**src/rtl/bist_sig_analyzer.sv**
```systemverilog
// BIST signature analyzer: 16-bit MISR (x^16+x^12+x^5+1) with a golden-signature verdict FSM.
// Optional build macro BIST_CYCLE_CHECK_EN adds a compacted-sample counter that must equal EXP_CYCLES for pass.
module bist_sig_analyzer #(
  parameter logic [15:0] GOLDEN     = 16'h0000,
  parameter logic [15:0] SEED       = 16'hFFFF,
  parameter logic [15:0] EXP_CYCLES = 16'd0
) (
  input  logic        clk,
  input  logic        reset,
  input  logic        running,
  input  logic        bist_end,
  input  logic [15:0] cut_resp,
  output logic [15:0] signature,
  output logic        done,
  output logic        pass,
  output logic        fail
);

  localparam logic [1:0] S_IDLE    = 2'd0;
  localparam logic [1:0] S_COMPACT = 2'd1;
  localparam logic [1:0] S_CHECK   = 2'd2;
  localparam logic [1:0] S_DONE    = 2'd3;

  // One MISR shift: feedback of the MSB into taps 0, 5 and 12, each stage XORed with its data bit.
  function automatic logic [15:0] misr_next(input logic [15:0] sig, input logic [15:0] d);
    logic [15:0] n;
    n[0] = sig[15] ^ d[0];
    for (int i = 1; i < 16; i++) begin
      n[i] = sig[i-1] ^ d[i] ^ (((i == 5) || (i == 12)) ? sig[15] : 1'b0);
    end
    return n;
  endfunction

  logic [1:0]  state_q, state_d;
  logic [15:0] sig_q, sig_d;
  logic        done_q, done_d;
  logic        pass_q, pass_d;
  logic        fail_q, fail_d;
  logic        match_s;

`ifdef BIST_CYCLE_CHECK_EN
  logic [15:0] cnt_q, cnt_d;
  logic [15:0] cnt_inc_s;

  assign cnt_inc_s = (cnt_q == 16'hFFFF) ? cnt_q : (cnt_q + 16'd1);
  assign match_s   = (sig_q == GOLDEN) && (cnt_q == EXP_CYCLES);
`else
  assign match_s   = (sig_q == GOLDEN);
`endif

  always_comb begin
    state_d = state_q;
    sig_d   = sig_q;
    done_d  = done_q;
    pass_d  = pass_q;
    fail_d  = fail_q;
`ifdef BIST_CYCLE_CHECK_EN
    cnt_d   = cnt_q;
`endif
    case (state_q)
      S_IDLE, S_DONE: begin
        // A new run always starts from SEED, including directly out of DONE.
        if (running) begin
          sig_d   = misr_next(SEED, cut_resp);
          state_d = S_COMPACT;
          done_d  = 1'b0;
          pass_d  = 1'b0;
          fail_d  = 1'b0;
`ifdef BIST_CYCLE_CHECK_EN
          cnt_d   = 16'd1;
`endif
        end else begin
          state_d = state_q;
        end
      end
      S_COMPACT: begin
        if (running) begin
          sig_d = misr_next(sig_q, cut_resp);
`ifdef BIST_CYCLE_CHECK_EN
          cnt_d = cnt_inc_s;
`endif
        end else begin
          sig_d = sig_q;
        end
        if (bist_end) begin
          state_d = S_CHECK;
        end else begin
          state_d = S_COMPACT;
        end
      end
      S_CHECK: begin
        state_d = S_DONE;
        done_d  = 1'b1;
        pass_d  = match_s;
        fail_d  = ~match_s;
      end
      default: begin
        state_d = S_IDLE;
        done_d  = 1'b0;
        pass_d  = 1'b0;
        fail_d  = 1'b0;
      end
    endcase
  end

  always_ff @(posedge clk or posedge reset) begin
    if (reset) begin
      state_q <= S_IDLE;
      sig_q   <= SEED;
      done_q  <= 1'b0;
      pass_q  <= 1'b0;
      fail_q  <= 1'b0;
    end else begin
      state_q <= state_d;
      sig_q   <= sig_d;
      done_q  <= done_d;
      pass_q  <= pass_d;
      fail_q  <= fail_d;
    end
  end

`ifdef BIST_CYCLE_CHECK_EN
  always_ff @(posedge clk or posedge reset) begin
    if (reset) begin
      cnt_q <= 16'd0;
    end else begin
      cnt_q <= cnt_d;
    end
  end
`endif

  assign signature = sig_q;
  assign done      = done_q;
  assign pass      = pass_q;
  assign fail      = fail_q;

endmodule

```
**config.mk**
```make
export PLATFORM = sky130hd
export DESIGN_NAME = bist_sig_analyzer
export DESIGN_NICKNAME = d
export VERILOG_FILES = /design/src/rtl/bist_sig_analyzer.sv
export SDC_FILE = /design/constraint.sdc
export NUM_CORES = 1
export LEC_CHECK = 0
export CAP_MARGIN = 20
export CELL_PAD_IN_SITES_DETAIL_PLACEMENT = 1
export CELL_PAD_IN_SITES_GLOBAL_PLACEMENT = 1
export CORE_ASPECT_RATIO = 1.4
export CORE_MARGIN = 10
export CORE_UTILIZATION = 30
export CTS_CLUSTER_DIAMETER = 80
export DETAILED_ROUTE_END_ITERATION = 8
export PLACE_DENSITY = 0.82
export SLEW_MARGIN = 20
export SYNTH_ARGS = -nofsm -noshare
export SYNTH_HDL_FRONTEND = slang
export SYNTH_SLANG_ARGS = --single-unit
```
**constraint.sdc**
```tcl
create_clock -name clk -period 4.98 [get_ports clk]
set_clock_uncertainty 0.2 [all_clocks]
set_input_delay 0.747 -clock clk [delete_from_list [all_inputs] [get_ports clk]]
set_output_delay 0.747 -clock clk [all_outputs]
set_load 0.02 [all_outputs]
```
* Word level (Yosys, flattened, before mapping)
Index checks and enable logic that the tools add are counted. Widths: inputs -> output; s select.
Storage, ports and cells: output and inout bits 19, register bits after elaboration 21, input port bits 20, logic and storage cells 60
Cells by class: reduce and logical (&&, ||, !) cells 7, bitwise gates (word level) 33, multiplexer cells 10, equality and inequality tests 5
Operators with widths (count):
- $mux 16 | 2
- $pmux 16 s2 | 1
- $xor 1x1->1 | 18
- $logic_not 16->1 | 1
- $not 1->1 | 15
- $pmux 1 s2 | 3
- $pmux 2 s3 | 1
- $eq 2x2->1 const B | 2
- $mux 2 | 2
- $ne 2x2->1 const B | 2
- $reduce_bool 2->1 | 2
- $reduce_and 3->1 | 1
- $eq 2x1->1 const B | 1
- $logic_not 2->1 | 1
- $reduce_and 2->1 | 1
- $reduce_or 2->1 | 1
- $mux 1 | 1

* Depth between registers and ports, before layout
Gate-level depths: netlist of run 1.
depth after elaboration 4, mapped depth 7

* Worst setup path before layout of run 1
OpenSTA, ideal clock, no wires.
path kind reg-to-reg, start point register state_q[0], end point register fail_q, in the netlist fail, setup slack 3.204 ns, data arrival time 1.451 ns, stages on the path, launching flop included 7, buffers on the path 1, setup time 0.125 ns, path through dfrtp_1 > inv_1 > ha_1 > buf_4 > inv_1 > o21ai_0 > mux2_2
Between the ends: cells in the longest elaborated chain, start to end 4, elaborated cells between the ends (all ways) 8, classes of those cells eq/ne: 3; mux: 1; reduce/logical: 4
Ends and longest elaborated chain:
- start: declaration | RTL line 34 | logic [1:0] state_q, state_d;
- start signal: assignment | RTL line 114 | state_q <= state_d;
- $eq 2x2->1 or $logic_not 2->1 (tied branches) | RTL line 60 | case (state_q)
- $reduce_or 2->1 | RTL line 60
- $ne 2x2->1 (no line) or $reduce_bool 2->1 (tied branches)
- $reduce_and 2->1 (no line)
- end signal: assignment | RTL line 118 | fail_q <= fail_d;
- end: declaration | RTL line 38 | logic fail_q, fail_d;
Several ways; a longest one is shown, not always the timed one. A chain may end at the register's enable or synchronous reset.

* Final worst setup path of run 1
start point register sig_q[15], in the netlist signature[15], end point output port signature[15]
RTL lines:
- start: declaration | RTL line 35 | logic [15:0] sig_q, sig_d;
- start signal: assignment | RTL line 115 | sig_q <= sig_d;
- end: declaration | RTL line 13 | output logic [15:0] signature,
No word-level cell between the ends.

==> metrics, run 1 <==
setup TNS 0 ns; CP max stage cell clkdlybuf4s50_1; Placement Rows 26; Resized cells post-CTS 0; fin area 1640 µm²; outcome complete, no violations; met1 Usage GRT 0.118; Distinct cells, synth 24; Final Instance Count excl. Fillers 205; CTS sink cnt 21; layout cells sized above 1 0.135; antenna diode count 0; Mapped Cells 125; kind of critical path reg2out; hold_buf cts 0; die height roughly 94 µm; CTS tree yes; sequential area share after synthesis 0.466; Max-Cap Viols 0; Starting Density 0.316; routing usage on met2 0.170; Tot Pwr 1.14 mW; post-synthesis average cell area 9.37 µm²; 1st-pass router iterations 4; antenna viol nets, final 0; CP required 4.03 ns; power density over the cells 694 nW/µm²; measured slew at the worst slew-check pin 0.764 ns; routability cong. around 0.77; worst-skew pair later-pin latency 0.26 ns; Setup-failing EPs final 0; Tot GR Track Use 0.102; DR vias/cell 5.06; Final Max Slew Viols 0; P_leak 0.630 nW; H-tree depth 1; Net Count, Synth 148; WP buf/inv 1; Crit. End Element output pin; Fmax 0.408 GHz; I/O pin count 39; CORE AREA 3710 µm²; Root Buffer clkbuf_8; final worst-path cycle share 0.492; Worst EP arrival about 1.5 ns; RSZ-0062 raised after global routing no; max_slew headroom 0.490; final hold vios 0; # port buffers 38; detailed placer's ending HPWL roughly 2.6 mm; synthesized flop and latch total 21; placed inst area 1580 µm²; Critical Path Start Type register; first-pass GRT wire length roughly 5.7 mm; CTS Buf Count 3; Remaining DRCs 0; commonest cells after routing, fill and taps aside clkdlybuf4s50_1, nand2_1, xnor2_1, o21ai_0, dfstp_2; CP delay by family, top buffers and inverters; die area 6840 µm²; initial antenna violation count 0; pre-CTS setup slack between 2 and 2.5 ns; Die W 72.8 µm; grt met3 use 0.0360; vias in the first global route 1167; maximum VDD drop 0.423 mV; maximum clock insertion buffer count 2; Hold Path Class reg2reg; Synth Cell Area 1170 µm²; worst-path maximum fanout 6; Hold WS 0.298 ns; Post-CTS Setup Bufs 0; Top Usage Layer GRT met2; Final Core Density 0.442; post-route setup slack roughly 2.5 ns; final WL 3.28 mm; fin nets roughly 190; Synth Warn # 0; placed cell count 200; Vias 1037; gr ovfl total 0; post-DR wirelength/cell approximately 16 µm; Initial DRC Count 30; largest net degree at the start of global routing 33; commonest non-fill, non-tap cell in the layout clkdlybuf4s50_1; CP max stage delay 0.63 ns; clock slew at reported path FFs 0.08 ns; CP cell instances clkdlybuf4s50_1; fin crit period 2.45 ns; P&R area growth vs syn 39.9%
[final timing paths]
kind / start / to / slack [ns] / depth (start not counted)
hold / removal: signature[10] / signature[10] / 0.30 / 2
min in group asynchronous: reset / done / 0.73 / 2
setup / recovery: signature[15] / signature[15] / 2.53 / 1
setup reg to reg: state_q[0] / signature[5] / 2.79 / 6
max in group asynchronous: reset / state_q[0] / 3.38 / 2
hold reg to reg: signature[10] / signature[10] / 0.30 / 2
[layer usage]
metal	routed length [µm]	up-vias	part of all wire
met5	0	-	0
met1	1300	517	0.40
li1	-	488	-
met3	219	3	0.067
met2	1720	29	0.52
met4	42	0	0.013
[layout make-up]
| type | count | area [µm²] |
|---|---|---|
| clock buffers | 4 | 45.0 |
| repair buffers | 39 | 395 |
| inverters | 7 | 26.3 |
| multi-input cells | 92 | 573 |
| well taps | 42 | 52.6 |
| flip-flops and latches | 21 | 546 |
| fillers | 451 | 2070 |
[state kept, by name, summed over array words and instances, names as in the netlist]
register   flops
pass           1
fail           1
state_q        2
done           1
signature     16
[synth_stat cells]
| master | instances | area, µm² |
|---|---|---|
| dfstp_2 | 16 | 420 |
| o211ai_1 | 4 | 30.0 |
| clkbuf_1 | 1 | 3.75 |
| nand2_1 | 18 | 67.6 |
| nor2_1 | 4 | 15.0 |
| mux2_2 | 1 | 11.3 |
| a21oi_1 | 3 | 15.0 |
| ha_1 | 3 | 37.5 |
| nor4_1 | 4 | 25.0 |
| buf_4 | 1 | 7.51 |
| nand2b_1 | 13 | 81.3 |
| a211oi_1 | 1 | 7.51 |
| inv_1 | 7 | 26.3 |
| or2b_1 | 2 | 15.0 |
| xnor2_1 | 16 | 140 |
| nand4_1 | 1 | 6.26 |
| dfrtp_1 | 5 | 125 |
| or4_1 | 2 | 15.0 |
| buf_2 | 3 | 15.0 |
| nand3_1 | 1 | 5.00 |
| o21ai_2 | 1 | 8.76 |
| o22ai_1 | 1 | 6.26 |
| and2_1 | 1 | 6.26 |
| o21ai_0 | 16 | 80.1 |
[power by group]
part           switching [mW]  internal (mW)
clock network          0.0563         0.0571
logic                   0.335          0.303
registers              0.0853          0.300
[kinds of logic (layout without fill, tap and decap cells)]
kind of cell,Yosys count,after routing,synth area share
adders and majority gates,3,3,0.0321
and+or+nand+nor,46,46,0.202
AOI/OAI and AO/OA,26,26,0.126
buffers and inverters,12,50,0.0449
xor gates and xnor gates,16,16,0.120
DFF,21,21,0.466
muxes,1,1,0.00961
Note: power is estimated with default switching activity, not from simulation.
==> run 2: changes to the inputs <==
PLACE_DENSITY = 0.85   (was 0.82)
clock period = 2.25 ns   (was 4.98 ns; I/O delays follow)
==> run 2 against run 1 <==
  * Hold slack lost 0.10 ns
  * Via count grew 2.3%
  * Worst setup slack lost 2.3 ns
  * First-iteration DRC count shrank 57%
  * Highest routed layer unchanged
  * Die area is the same
  * Critical path type unchanged
  * Cell count grew 2.0%
  * Combinational power grew 130%
  * Critical path depth is the same
==> metrics, run 2 (synthesis gave the netlist of run 1 again) <==
reg2reg end fail; sequential share of power 0.334 (-0.005); CP cell instances clkdlybuf4s50_1; measured slew at the worst slew-check pin 0.499 ns (-0.265 ns); Post-CTS Setup Bufs 0 (unchanged); WP buf/inv 1 (unchanged); Final Max Slew Viols 0 (unchanged); antenna diode count 0 (unchanged); P_sw 1.08 mW (+130%); H-tree depth 1 (unchanged); initial antenna violation count 0 (unchanged); Die W 72.8 µm (unchanged); register area 546 µm² (unchanged); Hold WS 0.195 ns (-0.103 ns); Resized cells post-CTS 0 (unchanged); maximum clock insertion buffer count 2 (unchanged); die area 6840 µm² (unchanged); Critical Path Start Type register; CORE AREA 3710 µm² (unchanged); Placement Rows 26 (unchanged); Hold Path Class in2async; antenna viol nets, final 0 (unchanged); final hold vios 0 (unchanged); flop2flop setup slack 0.22 ns (-2.57 ns); placed cell count 205 (+2.5%); max reg flops 16 (unchanged); Root Buffer clkbuf_8; CTS Buf Count 3 (unchanged); Starting Density 0.316 (unchanged); kind of critical path reg2out; worst-path maximum fanout 6 (unchanged); final worst-path cycle share 0.908; detailed placer's ending HPWL 2.93 mm (+14%); DR vias/cell 5.08 (+0.36%); power density over the cells 1540 nW/µm² (+120%); first-pass GRT wire length 6.04 mm (+5.5%); reg2reg start state_q[0]; die height 93.9 µm (unchanged); Worst EP arrival 1.51 ns (about the same); commonest cells after routing, fill and taps aside clkdlybuf4s50_1, nand2_1, xnor2_1, o21ai_0, dfstp_2; post-DR wirelength/cell 16.6 µm (+3.5%); I/O pin count 39 (unchanged); 1st-pass router iterations 4 (unchanged); Remaining DRCs 0 (unchanged); Setup-failing EPs final 0 (unchanged); maximum VDD drop 0.719 mV (+70%); Fill cells 445 (-1.3%); Vias 1061 (+2.3%); Crit. End Element output pin; CP Depth 1 (unchanged); Fmax 0.489 GHz; worst-skew pair later-pin latency 0.26 ns (about the same); Clk pwr share 0.097 (-0.003); P&R area growth vs syn 41.9%; # port buffers 38 (unchanged); P_leak 0.649 nW (+3.0%); Internal 1.48 mW (+120%); CTS sink cnt 21 (unchanged); Tot GR Track Use 0.107 (+0.00501); final WL 3.46 mm (+5.6%); max_slew headroom 0.667 (+0.177); FF-to-FF path depth 5 (-1); Max-Cap Viols 0 (unchanged); hold_buf cts 0 (unchanged); vias in the first global route 1303 (+12%); CTS tree yes; multi-input logic area 573 µm² (unchanged); setup TNS 0 ns (unchanged); Final Instance Count excl. Fillers 209 (+2.0%); CP max stage cell clkdlybuf4s50_1; RSZ-0062 raised after global routing no; gr ovfl total 0 (unchanged); outcome complete, no violations; Initial DRC Count 13 (-57%); switching part of the total 0.422 (+0.00199); CP delay by family, top buffers and inverters; combinational share of power 0.569 (+0.008); fin nets 191 (+2.1%); CP max stage delay 0.65 ns (+0.02 ns); largest net degree at the start of global routing 18 (-45%); routability cong. 0.750 (-2.8%); layout cells sized above 1 0.162 (+0.0267); CP required 1.71 ns (-2.32 ns); fin crit period approximately 2.0 ns; clock slew at reported path FFs 0.07 ns (about the same); commonest non-fill, non-tap cell in the layout clkdlybuf4s50_1
run 2: worst reg2reg max path, stage by stage (launching register included):
cell and delay [ns]:
dfrtp_1 0.41, inv_1 0.06, ha_1 0.46, inv_1 0.07, o21ai_0 0.34, mux2_2 0.38
run 2: final cells by class:
cell class	count	share of cell area
multi-input combinational	92	0.345
sequential	21	0.328
clock buffer	3	0.0248
tap	42	0.0316
inverter	7	0.0158
timing repair buffer	43	0.252
clock inverter	1	0.00301
run 2: worst max-delay path by stage:
stage                     slack, ns            end     startpoint
after global placement         0.36  signature[12]        running
after floorplan                0.47           fail     state_q[0]
after global routing           0.04           fail     state_q[0]
after CTS                      0.19  signature[15]  signature[15]
after detailed placement       0.24           fail     state_q[0]
final                          0.21  signature[15]  signature[15]
run 2: through the flow:
step	setup WS (ns)	power (mW)	utilization	cell area (µm²)
5_1_grt	0.0361	2.79	0.448	1660
2_1_floorplan	0.474	1.73	-	1170
3_5_place_dp	0.237	2.35	0.436	1620
6_report	0.207	2.56	0.448	1660
3_3_place_gp	0.363	2.26	0.436	1620
4_1_cts	0.192	2.60	0.448	1660
run 2: power groups by stage:
stage          Sequential (mW)  Combinational [mW]  Clock [mW]
2_1_floorplan             1.01               0.722           0
4_1_cts                  0.860                1.49       0.255
6_report                 0.857                1.46       0.247
3_3_place_gp             0.849                1.41           0
5_1_grt                  0.898                1.62       0.270
3_5_place_dp             0.864                1.48           0
run 2: routing by layer:
layer,GRT usage,up-vias,part of all wire
li1,-,496,-
met1,0.105,536,0.37
met2,0.209,26,0.55
met3,0.0381,3,0.069
met4,0.0175,0,0.0061
met5,0,-,0
